===== config.mk =====
export PLATFORM = sky130hd
export DESIGN_NAME = div_update_ctrl
export DESIGN_NICKNAME = d
export VERILOG_FILES = /design/src/rtl/pwm_timer_pkg.sv /design/src/rtl/div_upd_timeout.sv /design/src/rtl/div_update_ctrl.sv
export SDC_FILE = /design/constraint.sdc
export NUM_CORES = 1
export LEC_CHECK = 0
export CAP_MARGIN = 10
export CELL_PAD_IN_SITES_DETAIL_PLACEMENT = 1
export CELL_PAD_IN_SITES_GLOBAL_PLACEMENT = 2
export CORE_MARGIN = 2
export CORE_UTILIZATION = 31
export DETAILED_ROUTE_END_ITERATION = 10
export PLACE_DENSITY = 0.9
export RECOVER_POWER = 50
export SYNTH_ARGS = -nofsm -noshare
export SYNTH_HDL_FRONTEND = slang
export SYNTH_SLANG_ARGS = --single-unit

===== constraint.sdc =====
create_clock -name i_wb_clk -period 1.9 [get_ports i_wb_clk]
set_input_delay 0.38 -clock i_wb_clk [delete_from_list [all_inputs] [get_ports i_wb_clk]]
set_output_delay 0.38 -clock i_wb_clk [all_outputs]
set_load 0.01 [all_outputs]

===== src/rtl/pwm_timer_pkg.sv =====
// Shared types and widths for the PWM timer clock-divider update path.
package pwm_timer_pkg;

    localparam int unsigned DIV_W    = 16;
    localparam int unsigned SETTLE_W = 4;

    typedef enum logic [2:0] {
        ST_IDLE    = 3'd0,
        ST_PENDING = 3'd1,
        ST_APPLY   = 3'd2,
        ST_SETTLE  = 3'd3,
        ST_DONE    = 3'd4
    } upd_state_e;

    // Divisors 0 and 1 both mean the divider is bypassed.
    function automatic logic is_bypass(input logic [DIV_W-1:0] div);
        return ~|div[DIV_W-1:1];
    endfunction

endpackage


===== src/rtl/div_upd_timeout.sv =====
// PENDING timeout: down-counter reloaded on clear, terminal flag at zero while enabled.
module div_upd_timeout
    import pwm_timer_pkg::*;
#(
    parameter logic [DIV_W-1:0] TIMEOUT_CYC = 16'hFFFF
) (
    input  logic clk_i,
    input  logic rst_i,
    input  logic clr_i,
    input  logic en_i,
    output logic tc_o
);

    localparam logic [DIV_W-1:0] LOAD = TIMEOUT_CYC - 16'd1;

    logic [DIV_W-1:0] cnt_q;

    always_ff @(posedge clk_i) begin
        if (rst_i || clr_i) begin
            cnt_q <= LOAD;
        end else if (en_i && (cnt_q != '0)) begin
            cnt_q <= cnt_q - 16'd1;
        end
    end

    assign tc_o = en_i & (cnt_q == '0);

endmodule


===== src/rtl/div_update_ctrl.sv =====
// Commits divisor writes to the PWM clock divider only at safe points and resets it on commit.
// Define DIV_UPDATE_TIMEOUT_EN to force a commit after TIMEOUT_CYC cycles in PENDING.
//
// state   | meaning
// IDLE    | no update outstanding, writes accepted
// PENDING | shadow holds a new divisor, waiting for a period boundary
// APPLY   | divisor updated, divider held in reset
// SETTLE  | divider reset held for SETTLE_CYC cycles
// DONE    | reset released, completion pulse
module div_update_ctrl
    import pwm_timer_pkg::*;
#(
    parameter logic [DIV_W-1:0] RESET_DIV   = 16'd1,
    parameter int unsigned      SETTLE_CYC  = 2,
    parameter logic [DIV_W-1:0] TIMEOUT_CYC = 16'hFFFF
) (
    input  logic             i_wb_clk,
    input  logic             i_wb_rst,
    input  logic             i_wr_req,
    input  logic [DIV_W-1:0] i_wr_div,
    input  logic             i_period_end,
    output logic             o_wr_ack,
    output logic [DIV_W-1:0] o_divisor,
    output logic             o_div_rst,
    output logic             o_busy,
    output logic             o_upd_done,
    output logic             o_timeout
);

    localparam logic [SETTLE_W-1:0] SETTLE_LOAD = SETTLE_W'(SETTLE_CYC - 1);

    if (SETTLE_CYC < 1 || SETTLE_CYC > 15) begin : g_bad_settle
        $error("div_update_ctrl: SETTLE_CYC must be within 1..15");
    end
    if (TIMEOUT_CYC == '0) begin : g_bad_timeout
        $error("div_update_ctrl: TIMEOUT_CYC must be at least 1");
    end

    upd_state_e          state_q;
    logic [DIV_W-1:0]    shadow_q;
    logic [DIV_W-1:0]    divisor_q;
    logic [SETTLE_W-1:0] settle_cnt_q;
    logic                div_rst_q;
    logic                wr_ack_q;
    logic                busy_q;
    logic                upd_done_q;
    logic                timeout_q;

    logic wr_accept;
    logic wr_same;
    logic tmo_tc;

    // The ack cycle is masked so a requester that drops one edge late is not accepted twice.
    assign wr_accept = i_wr_req & ~wr_ack_q &
                       ((state_q == ST_IDLE) || (state_q == ST_PENDING));
    assign wr_same   = (i_wr_div == divisor_q);

`ifdef DIV_UPDATE_TIMEOUT_EN
    div_upd_timeout #(
        .TIMEOUT_CYC (TIMEOUT_CYC)
    ) u_timeout (
        .clk_i (i_wb_clk),
        .rst_i (i_wb_rst),
        .clr_i (wr_accept),
        .en_i  (state_q == ST_PENDING),
        .tc_o  (tmo_tc)
    );
`else
    assign tmo_tc = 1'b0;
`endif

    always_ff @(posedge i_wb_clk) begin
        if (i_wb_rst) begin
            state_q      <= ST_IDLE;
            shadow_q     <= RESET_DIV;
            divisor_q    <= RESET_DIV;
            settle_cnt_q <= '0;
            div_rst_q    <= 1'b1;
            wr_ack_q     <= 1'b0;
            busy_q       <= 1'b0;
            upd_done_q   <= 1'b0;
            timeout_q    <= 1'b0;
        end else begin
            wr_ack_q   <= 1'b0;
            upd_done_q <= 1'b0;
            timeout_q  <= 1'b0;

            if (wr_accept) begin
                shadow_q <= i_wr_div;
                wr_ack_q <= 1'b1;
            end

            case (state_q)
                ST_IDLE: begin
                    div_rst_q <= 1'b0;
                    busy_q    <= 1'b0;
                    if (wr_accept && !wr_same) begin
                        busy_q <= 1'b1;
                        // A bypassed divider has no period boundary to wait for.
                        if (is_bypass(i_wr_div) || is_bypass(divisor_q)) begin
                            state_q   <= ST_APPLY;
                            divisor_q <= i_wr_div;
                            div_rst_q <= 1'b1;
                        end else begin
                            state_q <= ST_PENDING;
                        end
                    end
                end
                ST_PENDING: begin
                    if (wr_accept) begin
                        if (wr_same) begin
                            state_q <= ST_IDLE;
                            busy_q  <= 1'b0;
                        end
                    end else if (i_period_end || tmo_tc) begin
                        state_q   <= ST_APPLY;
                        divisor_q <= shadow_q;
                        div_rst_q <= 1'b1;
                        timeout_q <= ~i_period_end;
                    end
                end
                ST_APPLY: begin
                    state_q      <= ST_SETTLE;
                    settle_cnt_q <= SETTLE_LOAD;
                end
                ST_SETTLE: begin
                    if (settle_cnt_q == '0) begin
                        state_q    <= ST_DONE;
                        div_rst_q  <= 1'b0;
                        upd_done_q <= 1'b1;
                    end else begin
                        settle_cnt_q <= settle_cnt_q - 4'd1;
                    end
                end
                ST_DONE: begin
                    state_q <= ST_IDLE;
                    busy_q  <= 1'b0;
                end
                default: begin
                    state_q <= ST_IDLE;
                end
            endcase
        end
    end

    assign o_wr_ack   = wr_ack_q;
    assign o_divisor  = divisor_q;
    assign o_div_rst  = div_rst_q;
    assign o_busy     = busy_q;
    assign o_upd_done = upd_done_q;
    assign o_timeout  = timeout_q;

endmodule


==> impl_metrics.yaml <==
logic_synthesis:
  synth_top_area_cell: "dfxtp_1"
  async_flop_share: 0
  yosys_warnings: 0
  synth_edf_count: 0
  syn_nets: 272
  yosysMostFrequentCell: "dfxtp_1"
  ys_seq_area_frac: 0.407
  avgSynthCellArea_um2: 8.66
  ys_seq_elements: 44
  synth_top_cells_by_count: "dfxtp_1 (44), nand2_1 (43), a21oi_1 (35)"
  synth_top_area_frac: 0.407
  yosys-top-cells-area: "dfxtp_1 (41%), a21oi_1 (8.1%), nand2_1 (7.5%)"
  synthFlopType: "dfxtp_1"
  synthDistinctLibCells: 37
  synthCells: 250
  synth_area_mm2: 0.00216
detailed_routing:
  antenna_left: 0
  routed_wirelength_um: 6830
  drt-initial-drc-count: 40
  dr.pass1.iters: 4
  drc: 0
  vias_per_cell: 5.16
  post_drt_wl_per_cell_um: 16.6
  vias: 2117
global_routing:
  grt_pass1_wl_um: 10500
  grt_pass1_vias: 2107
  grt_antenna_before_repair: 0
  grt_max_degree: 45
  grt_overflow_total: 0
  grtUsageTotal: 0.178
pwr:
  p_sw_uw: 1780
  p_leak_uw: 0.00117
  seqPwrFrac: 0.299
  power_density_mw_per_mm2: 1460
  internal_power_uw: 2730
  combPwrFrac: 0.537
  clkPwrFrac: 0.163
  ir_drop_v: 0.000570
  switching_share: 0.395
cells_and_area:
  drive_gt1_frac: 0.182
  postLayoutCoreUtil: 0.454
  fin_nets: 335
  area_delta_synth_final_pct: 42.6
  num_antenna_cells: 0
placed_design:
  io_buffers: 40
  hpwl_um: 4540
  gp_congestion: 0.765
timing:
  worst_pin_slew_ns: 0.555
  clock_skew_ns: 0.0116
  max_freq_mhz: 540
  worst_hold_slack_ns: 0.402
  hold_violations: 0
  slew_headroom: 0.629
  rsz0062_at_grt: "yes"
  period_needed_ns: 1.85
  timing.final.crit_share: 0.975
  setup_viol: 0
  drv_slew: 0
die:
  ioPinCount: 41
  dieArea_mm2: 0.00767
  num_rows: 30
  die_x_um: 87.6
  die_h_um: 87.6
  start_util: 0.319
  core_area_mm2: 0.00679
setup_path:
  startpoint_type: "flip-flop"
  path_max_fanout: 20
  worstSetupEndpointType: "flip-flop"
  crit_chain: "buf_4 -> xnor2_1 -> nand4_1 -> nor4_4 -> o21ai_2 -> buf_6 -> a21oi_1 -> a311oi_2"
  critPathBufInv: 2
  r2r_end: "o_divisor[3]$_SDFFE_PP0P_"
  criticalPathCategory: "reg2reg"
  worst_ep_required_time_ns: 2.09
  cp.arrival_ns: 2.04
  slowest_delay_ns: 0.34
  rr_worst_depth: 8
  r2r_setup_slack_ns: 0.05
  worst_path_dominant_cell_family: "simple AND/OR/NAND/NOR gates"
  critPathSlowestCell: "nor4_4"
  rr_startpoint: "o_divisor[4]$_SDFFE_PP0P_"
run_status:
  status: "complete, no violations"
cts:
  clk_pin_slew_ns: 0.09
  clock-sinks: 44
  clk_latency_ns: 0.31
  numCtsBuffers: 5
  root_buffer: "clkbuf_8"
  cts_buffer_depth: 2
  cts_tree: "yes"
  htreeDepth: 2
worst_hold_path:
  worstHoldPathType: "in2reg"
  holdPathEnd: "shadow_q[5]$_SDFFE_PP0P_"
  worstHoldStart: "i_wr_div[5]"
  worstHoldPathCells: 3
flow_run:
  max_cap_viol_count: 0
-- power groups by stage --
| stage | logic, uW | clock network [uW] | registers (uW) |
|---|---|---|---|
| global placement | 2020 | 0 | 1350 |
| CTS | 2370 | 762 | 1340 |
| floorplan | 1270 | 0 | 1370 |
| global route | 2630 | 797 | 1380 |
| finish | 2420 | 737 | 1350 |
| detailed placement | 2090 | 0 | 1350 |
-- cells by family after synthesis --
family / count (synthesis) / share of synthesized area
AOI/OAI and AO/OA: 63 / 0.189
xor gates and xnor gates: 18 / 0.0728
adders and majority gates: 2 / 0.0116
buffers and inverters: 21 / 0.0497
DFF: 44 / 0.407
muxes: 16 / 0.0740
other: 1 / 0.00173
and+or+nand+nor: 85 / 0.194
-- placed cells by master, fill, tap and decap left out, drive strengths merged --
cell type	Yosys	routed
bufinv	0	1
dlymetal6s2s	0	8
clkinvlp	0	1
a311oi	15	15
o21ai	5	5
nand3b	3	3
nor2	7	7
dlygate4sd2	0	7
a211oi	3	3
o311ai	1	1
conb	1	1
xor2	1	1
nor3	8	8
ha	2	2
nor3b	1	1
a31oi	1	1
dlygate4sd3	0	7
a21o	1	1
buf	6	30
xnor2	17	17
and2	2	2
o211a	1	3
clkdlybuf4s50	0	18
nor2b	2	2
nand2	43	43
nand2b	2	2
nor4	10	10
or3	1	1
clkbuf	12	7
clkinv	0	1
nand4	6	6
o41a	1	1
mux2i	16	16
a21oi	35	35
dfxtp	44	44
inv	3	3
-- worst reg2reg max path, cell delays in order, from the launching register on --
cell,delay (ns)
dfxtp_1,0.33
buf_4,0.15
xnor2_1,0.16
nand4_1,0.21
nor4_4,0.34
o21ai_2,0.11
buf_6,0.18
a21oi_1,0.20
a311oi_2,0.06
-- stage by stage --
stage                     cell area [um^2]  total power (uW)  setup slack [ns]  TNS [ns]  cells
after floorplan                       2160              2650             0.239         0    250
after global placement                2810              3370            -0.479     -8.42    396
after detailed placement              2810              3440            -0.542     -9.29    396
after CTS                             3000              4470          0.000670         0    409
after global routing                  3090              4800           -0.0585   -0.0697    410
final                                 3090              4510            0.0474         0    410
-- worst max path at each step --
stage / start / to / slack, ns / depth (start not counted)
2_1_floorplan: o_divisor[14]$_SDFFE_PP0P_ / o_divisor[11]$_SDFFE_PP0P_ / 0.24 / 7
3_3_place_gp: i_wr_div[7] / o_divisor[13]$_SDFFE_PP0P_ / -0.48 / 7
3_5_place_dp: i_wr_div[7] / o_divisor[11]$_SDFFE_PP0P_ / -0.54 / 7
4_1_cts: i_wr_div[1] / o_divisor[0]$_SDFFE_PP1P_ / 0.0007 / 8
5_1_grt: o_divisor[4]$_SDFFE_PP0P_ / o_divisor[3]$_SDFFE_PP0P_ / -0.06 / 8
6_report: o_divisor[4]$_SDFFE_PP0P_ / o_divisor[3]$_SDFFE_PP0P_ / 0.05 / 8
-- state kept, by name, summed over array words and instances (netlist names) --
| name | flops |
|---|---|
| o_div_rst | 1 |
| o_wr_ack | 1 |
| o_divisor | 16 |
| settle_cnt_q | 4 |
| o_timeout | 1 |
| o_busy | 1 |
| o_upd_done | 1 |
| state_q | 3 |
| shadow_q | 16 |
-- routing by layer --
metal | vias up | part of all wire | track usage
li1 | 1030 | - | -
met1 | 1034 | 0.44 | 0.229
met2 | 42 | 0.51 | 0.304
met3 | 11 | 0.029 | 0.0292
met4 | 0 | 0.015 | 0.0601
met5 | - | 0 | 0
-- what timing repair did --
item	4_1_cts	5_1_grt
setup buffers	3	1
gates cloned	2	0
setup endpoints to repair	18	19
pin swaps	7	6
resized for setup	14	19
hold buffers	0	0
-- final cells by class --
type	count	area [um^2]
Fill cell	802	3710
Inverter	3	11.3
Clock buffer	5	68.8
Clock inverter	3	42.5
Sequential cell	44	881
Timing Repair Buffer	72	664
Tap cell	96	120
Multi-Input combinational cell	187	1300
Power figures use the tool's default switching activity.
